==> src/rtl/acc_sequencer.sv <==
// acc_sequencer: sequences accelerator LOAD/SAVE/MOVE/MATMUL/RESET instructions against memory and the accelerator core
`ifndef LOAD
`define LOAD 3'b000
`endif
`ifndef SAVE
`define SAVE 3'b001
`endif
`ifndef MATMUL
`define MATMUL 3'b010
`endif
`ifndef RESET
`define RESET 3'b011
`endif
`ifndef MOVE
`define MOVE 3'b100
`endif
module acc_sequencer #(
  parameter int N_WORDS = 16,
  parameter int MM_TIMEOUT = 1024
) (
  input  logic clk,
  input  logic rst,
  input  logic issue_valid,
  input  logic [2:0] acc_op,
  input  logic [31:0] base_addr,
  output logic stall,
  output logic mem_req,
  output logic mem_we,
  output logic [31:0] mem_addr,
  input  logic mem_ack,
  output logic [$clog2(N_WORDS)-1:0] buf_idx,
  output logic in_buf_we,
  output logic res_buf_re,
  output logic mm_start,
  output logic acc_clear,
  input  logic mm_done,
  output logic done,
  output logic err
);
  localparam int IW = $clog2(N_WORDS);
  typedef enum logic [2:0] {IDLE, LD_XFER, SV_XFER, MV_XFER, MM_WAIT, DONE} state_t;
  state_t state, state_n;
  logic [31:0] base_q, timer;
  logic [IW-1:0] idx;
  logic last, step, issue, defined, mm_go, timeout;
  assign last = idx == IW'(N_WORDS - 1);
  assign step = ((state == LD_XFER || state == SV_XFER) && mem_ack) || state == MV_XFER;
  assign issue = state == IDLE && issue_valid && !rst;
  assign defined = acc_op inside {`LOAD, `SAVE, `MATMUL, `RESET, `MOVE};
  assign mm_go = state == MM_WAIT && timer != 32'd0 && mm_done;
  assign timeout = state == MM_WAIT && timer == 32'(MM_TIMEOUT) && !mm_done;
  assign stall = state == IDLE ? issue_valid : state != DONE;
  assign mem_req = state == LD_XFER || state == SV_XFER;
  assign mem_we = state == SV_XFER;
  assign mem_addr = base_q + 32'({idx, 2'b00});
  assign buf_idx = idx;
  assign in_buf_we = (state == LD_XFER && mem_ack) || state == MV_XFER;
  assign res_buf_re = state == SV_XFER || state == MV_XFER;
  assign mm_start = state == MM_WAIT && timer == 32'd0;
  assign acc_clear = issue && acc_op == `RESET;
  assign err = !rst && ((issue && !defined) || timeout);
  assign done = !rst && state == DONE;
  always_comb begin
    state_n = state;
    case (state)
      IDLE: if (issue_valid) state_n = acc_op == `LOAD ? LD_XFER : acc_op == `SAVE ? SV_XFER :
                                       acc_op == `MOVE ? MV_XFER : acc_op == `MATMUL ? MM_WAIT : DONE;
      LD_XFER, SV_XFER: if (mem_ack && last) state_n = DONE;
      MV_XFER: if (last) state_n = DONE;
      MM_WAIT: if (mm_go || timeout) state_n = DONE;
      default: state_n = IDLE;
    endcase
  end
  always_ff @(posedge clk) begin
    if (rst) begin
      state <= IDLE;
      idx <= '0;
      timer <= '0;
      base_q <= '0;
    end else begin
      state <= state_n;
      timer <= state == MM_WAIT ? timer + 32'd1 : 32'd0;
      if (state == IDLE && issue_valid) begin
        base_q <= {base_addr[31:2], 2'b00};
        idx <= '0;
      end else if (step) idx <= idx + IW'(1);
    end
  end
endmodule

==> config.mk <==
export PLATFORM = sky130hd
export DESIGN_NAME = acc_sequencer
export DESIGN_NICKNAME = d
export VERILOG_FILES = /design/src/rtl/acc_sequencer.sv
export SDC_FILE = /design/constraint.sdc
export NUM_CORES = 1
export LEC_CHECK = 0
export ABC_AREA = 1
export BUFFER_PORTS_ARGS = -buffer_cell sky130_fd_sc_hd__buf_2
export CORE_UTILIZATION = 35
export DETAILED_ROUTE_END_ITERATION = 12
export GPL_TIMING_DRIVEN = 0
export PLACE_DENSITY_LB_ADDON = 0.3
export SYNTH_ARGS = -nofsm -noshare
export SYNTH_HDL_FRONTEND = slang
export SYNTH_SLANG_ARGS = --single-unit
==> constraint.sdc <==
create_clock -name clk -period 2.54 [get_ports clk]
set_clock_uncertainty 0.05 [all_clocks]
set_input_delay 0.127 -clock clk [delete_from_list [all_inputs] [get_ports clk]]
set_output_delay 0.127 -clock clk [all_outputs]
set_load 0.02 [all_outputs]
==> results of run 1 <==
## critical path, cell delays in order (launching register included)
cell,delay [ns]
dfxtp_4,0.36
ha_4,0.13
inv_2,0.03
fa_2,0.38
o21ai_4,0.15
nand2_2,0.08
nor2_4,0.13
inv_4,0.07
nor3_4,0.18
nand2_1,0.09
xor2_1,0.18
buf_4,0.17
## Yosys cell counts
master    number
nand2_1      129
nor2_1        89
inv_1         74
dfxtp_1       69
xor2_1        31
nor3_1        29
a21oi_1       24
nand3_1       24
o21ai_1       21
o21ai_0       16
nand4_1       15
inv_2         10
a22o_1         7
ha_1           7
buf_2          6
nor3b_1        6
nor4_1         6
nand2_2        5
nor2_4         5
o21a_1         3
or2_0          3
a211oi_1       2
buf_4          2
nand3b_1       2
nor3_2         2
xnor2_1        2
a21boi_1       1
clkbuf_1       1
conb_1         1
fa_1           1
nand2_4        1
nor2_2         1
o21ai_2        1
o31ai_1        1
or2_2          1
## what timing repair did
action / in CTS / in global routing
setup buffers: 5 / 2
pin swaps: 7 / 6
hold endpoints to repair: 30 / 0
resized for setup: 22 / 11
hold buffers: 30 / 0
setup endpoints to repair: 16 / 10
## through the flow
stage,TNS [ns],power [uW]
finish,0,3790
global route,-0.0780,4010
CTS,-0.00539,3780
detailed placement,-0.836,2470
global placement,-0.692,2460
floorplan,0,2120
## metal layers
layer | GRT usage, % | up-vias
met4 | 8.59 | 0
met2 | 30.6 | 107
met5 | 0 | -
met3 | 3.89 | 21
met1 | 25.9 | 1900
li1 | - | 2181
## area by class of cell
class | instances | area share [%]
multi-input cells | 437 | 44.0
flip-flops and latches | 69 | 26.0
repair buffers | 117 | 14.3
inverters | 84 | 5.95
clock buffers | 10 | 4.28
well taps | 140 | 3.28
clock inverters | 6 | 1.19
plain buffers | 9 | 0.913
## final timing paths
check / depth (start not counted) / slack [ns] / end
setup / recovery: 11 / 0.07 / mem_addr[20]
hold / removal: 4 / 0.13 / state[2]$_SDFFE_PP0P_
setup reg to reg: 13 / 0.64 / timer[30]$_SDFF_PP0_
hold reg to reg: 1 / 0.42 / timer[0]$_SDFF_PP0_
## sequential cells by signal, summed over array words and instances (netlist names)
| register | cells |
|---|---|
| timer | 32 |
| base_q | 30 |
| buf_idx | 4 |
| state | 3 |
## kinds of logic after synthesis
logic type	count (synthesis)
buf+inv	93
simple gates	318
fa+ha+maj	8
other cells	1
xor+xnor	33
compound gates	76
flops	69
## power breakdown
group	internal [uW]	switching (uW)	leakage, uW
Clock	758	496	0.000138
Sequential	1220	127	0.000563
Combinational	415	774	0.00154
## layout by cell type, fill, tap and decap left out, types with 24 or more instances in the layout
cell type,synthesis,layout
dfxtp_1,69,65
xor2_1,31,31
buf_2,6,81
nor2_1,89,84
nand2_1,129,127
nor3_1,29,29
nand3_1,24,24
a21oi_1,24,24
inv_1,74,73
dlygate4sd3_1,0,30
==> metrics.txt, run 1 <==
status complete, no violations; WS Path Type flop to primary output; Root Driver clkbuf_16; Critical Path RT 2.36 ns; Die H 109 um; minimum clock period after layout 2.47 ns; CTS tree done; register area share after synthesis 34.5%; global-route wire length before repair 18000 um; Post-Place Worst Slack -0.212 ns; Synth Area in Simple Gates 35.6%; Site Rows 38; TritonCTS Buffers 9; Pwr per Cell Area 708 mW/mm^2; DP Wirelength 8160 um; Chip Width 109 um; die area 0.0119 mm^2; vias per cell 4.83; met3 WL 474 um; CTS clk-pin slew, worst paths 0.06 ns; routability cong. 0.923; Unique masters post-synth 35; syn avg cell area 6.69 um^2; final core occ 48.7%; CP arrival 2.29 ns; Port Buf Inserts 80; Pins Over Slew Limit 0; post-synthesis mux area share 0%; footprint of the multi-input gates 0.00235 mm^2; Tcrit/Tclk final 97.1%; area post-placement 0.00458 mm^2; area fraction in compound gates after synthesis 10.7%; Met2 Routed Length 4980 um; Max H-tree Level 3; dominant cells by area after synthesis dfxtp_1, nand2_1, nor2_1; Clock Latency Late Sink 0.34 ns; layout cell share with drive strength beyond 1 20.8%; area grow syn2layout 33.6%; core area 0.0110 mm^2; maxcap violations 0; antenna violations before repair 0; post-synth top area cell dfxtp_1; Initial Util 36.4%; xor/xnor share of the synthesized area 7.23%; P_leak 0.00224 uW; DRC viols 0; Max VDD drop 0.000616 V; number of DRC violations after detailed-routing iteration 0 208; CP startpoint kind flop; DP Cell Count 819; detailed-route wire length per cell 12.6 um; Vias 4209; Synth top area share 34.5%; Finished Cell Area 0.00534 mm^2; hold path startpoint rst; # nets final 775; clk sinks 69; GR Overflow Total 0; WL met1 5270 um; pin count of the biggest net entering global routing 13; worst setup margin 0.0732 ns; worst-path fanout max 3; ant diodes 0; #FFs+latches synth 69; Worst Setup SP buf_idx[0]$_SDFFE_PP0P_; CTS Buffer Depth 2; highest metal used met4; Adder-Cell Fraction of Synth Area 2.69%; synthesized instance count 598; RSZ-0062 raised after global routing true; Global Route Usage Sum 19.6%; final setup fails 0; Ports 85; main combinational cell family by area after synthesis simple AND/OR/NAND/NOR gates; CP endpoint kind primary output; Hold Violations, Final 0; vias in the first global route 3932; Post-Syn Area 0.00400 mm^2; Hold WC Path Type primary input to flop; fill cell count 1078; DRT antenna net count 0; First-pass DRT Iterations 5; Reg2Reg Launch Point timer[0]$_SDFF_PP0_; non-filler instance count after layout 872; WHS 0.131 ns; Synth warnings 0; Highest Clock Rate 405 MHz; FF/Latch Area 0.00139 mm^2; total routed wirelength 11000 um
No activity file was read; power rests on OpenSTA's default activity.
==> inputs of run 2 (changes only) <==
- BUFFER_PORTS_ARGS: -buffer_cell sky130_fd_sc_hd__buf_2 -> not set
- DONT_BUFFER_PORTS: not set -> 1
==> metrics.txt, run 2 (same netlist as run 1, synthesis figures left out) <==
status finished with violations; failing checks setup timing; WHS 0.0707 ns; worst-margin pin slew 1.00 ns; slowest stage delay, CP 0.41 ns; vias per cell 5.03; maxcap violations 0; Buf/Inv on CP 3; delay-heaviest family, CP adder cells; core area 0.0110 mm^2; Tcrit/Tclk final 101%; Global Route Usage Sum 19.0%; Hold Violations, Final 0; Rel. slew slack 32.7%; RSZ-0062 raised after global routing true; r2r endpoint timer[30]$_SDFF_PP0_; CTS tree done; routability cong. 0.908; Port Buf Inserts 0; WS Path Type flop to primary output; First-pass DRT Iterations 7; worst setup margin -0.0358 ns; hold path startpoint acc_op[2]; Worst Hold Depth 4; number of DRC violations after detailed-routing iteration 0 344; Reg2Reg Launch Point timer[0]$_SDFF_PP0_; Reg2Reg Setup Slack 0.67 ns; final setup fails 4; Max H-tree Level 3; FF/Latch Area 0.00139 mm^2; Clock Latency Late Sink 0.33 ns; CTS clk-pin slew, worst paths 0.06 ns; Ports 85; most frequent cells in the layout nand2_1, nor2_1, inv_1; max reg flops 32; antenna violations before repair 0; Highest Clock Rate 388 MHz; Site Rows 38; global-route wire length before repair 17600 um; DP Cell Count 739; Max VDD drop 0.000570 V; DRC viols 0; Initial Util 36.4%; Hold WC Path Type primary input to flop; DRT antenna net count 0; P_leak 0.00190 uW; DP Wirelength 7950 um; TritonCTS Buffers 9; Critical Path RT 2.36 ns; # nets final 697; Root Driver clkbuf_16; layout cell share with drive strength beyond 1 13.5%; Reg with most FFs timer; CP endpoint kind primary output; Chip Width 109 um; fill cell count 1080; detailed-route wire length per cell 13.7 um; vias in the first global route 3825; Post-Place Worst Slack -0.419 ns; Vias 3988; CP startpoint kind flop; Pwr per Cell Area 697 mW/mm^2; pin count of the biggest net entering global routing 12; area grow syn2layout 27.0%; slowest cell on the critical path dfxtp_4; non-filler instance count after layout 793; GR Overflow Total 0; most common cell after layout, fill and taps aside nand2_1; clk sinks 69; worst-path fanout max 5; CP arrival 2.40 ns; Die H 109 um; ant diodes 0; footprint of the multi-input gates 0.00251 mm^2; hold path endpoint state[1]$_SDFFE_PP0P_; Pins Over Slew Limit 0; die area 0.0119 mm^2; CP cell instances ha_4 > inv_2 > fa_2 > o21ai_2 > nand2_2 > nor2_4 > inv_4 > nor3_4 > buf_6 > xor2_4; minimum clock period after layout 2.58 ns; CTS Buffer Depth 2; R2R depth 12; total routed wirelength 10800 um
[run 2: through the flow]
| step | setup TNS, ns | total power, uW | utilization (%) | cell area, um^2 |
|---|---|---|---|---|
| 2_1_floorplan | 0 | 2120 | - | 4000 |
| 3_3_place_gp | -2.45 | 2300 | 38.0 | 4180 |
| 3_5_place_dp | -2.52 | 2310 | 38.0 | 4180 |
| 4_1_cts | -0.346 | 3530 | 45.0 | 4940 |
| 5_1_grt | -0.910 | 3760 | 46.2 | 5080 |
| 6_report | -0.105 | 3540 | 46.2 | 5080 |
[run 2: layout make-up]
| class | instances | share of cell area (%) |
|---|---|---|
| clock buffer | 11 | 4.58 |
| tap | 140 | 3.45 |
| inverter | 84 | 6.26 |
| multi-input combinational | 437 | 49.4 |
| buffer | 9 | 0.961 |
| sequential | 69 | 27.4 |
| timing repair buffer | 39 | 7.37 |
| clock inverter | 4 | 0.517 |
[run 2: timing repair]
action	4_1_cts	5_1_grt
resized for setup	35	15
pin swaps	11	13
hold buffers	31	0
endpoints found under the setup margin	23	19
hold endpoints to repair	42	0
setup buffers	3	5
[run 2: worst max-delay path by stage]
| stage | startpoint | to | slack (ns) | depth (start not counted) |
|---|---|---|---|---|
| detailed placement | buf_idx[0]$_SDFFE_PP0P_ | mem_addr[26] | -0.42 | 10 |
| floorplan | buf_idx[0]$_SDFFE_PP0P_ | mem_addr[26] | 0.04 | 10 |
| global placement | buf_idx[0]$_SDFFE_PP0P_ | mem_addr[26] | -0.42 | 10 |
| finish | buf_idx[0]$_SDFFE_PP0P_ | mem_addr[16] | -0.04 | 10 |
| CTS | buf_idx[0]$_SDFFE_PP0P_ | mem_addr[26] | -0.09 | 10 |
| global route | buf_idx[0]$_SDFFE_PP0P_ | mem_addr[16] | -0.14 | 10 |
[run 2: layer usage]
layer / track usage [%] / share of wire, % / vias to the layer above
li1: - / - / 2018
met1: 24.6 / 46 / 1826
met2: 30.0 / 46 / 123
met3: 3.89 / 5.0 / 21
met4: 9.07 / 2.4 / 0
met5: 0 / 0 / -
[run 2: worst reg2reg max path, delay by kind of cell (launching register included)]
family / cells / cell delay [ns]
buffers and inverters: 1 / 0.12
adder cells (fa/ha/maj): 1 / 0.21
flip-flops: 1 / 0.37
AND/OR/NAND/NOR: 10 / 1.02
[run 2: where the power goes]
group | total, uW | switching (uW) | internal [uW]
clock | 1120 | 463 | 653
combinational | 1060 | 747 | 314
sequential | 1360 | 148 | 1210
total | 3540 | 1360 | 2180
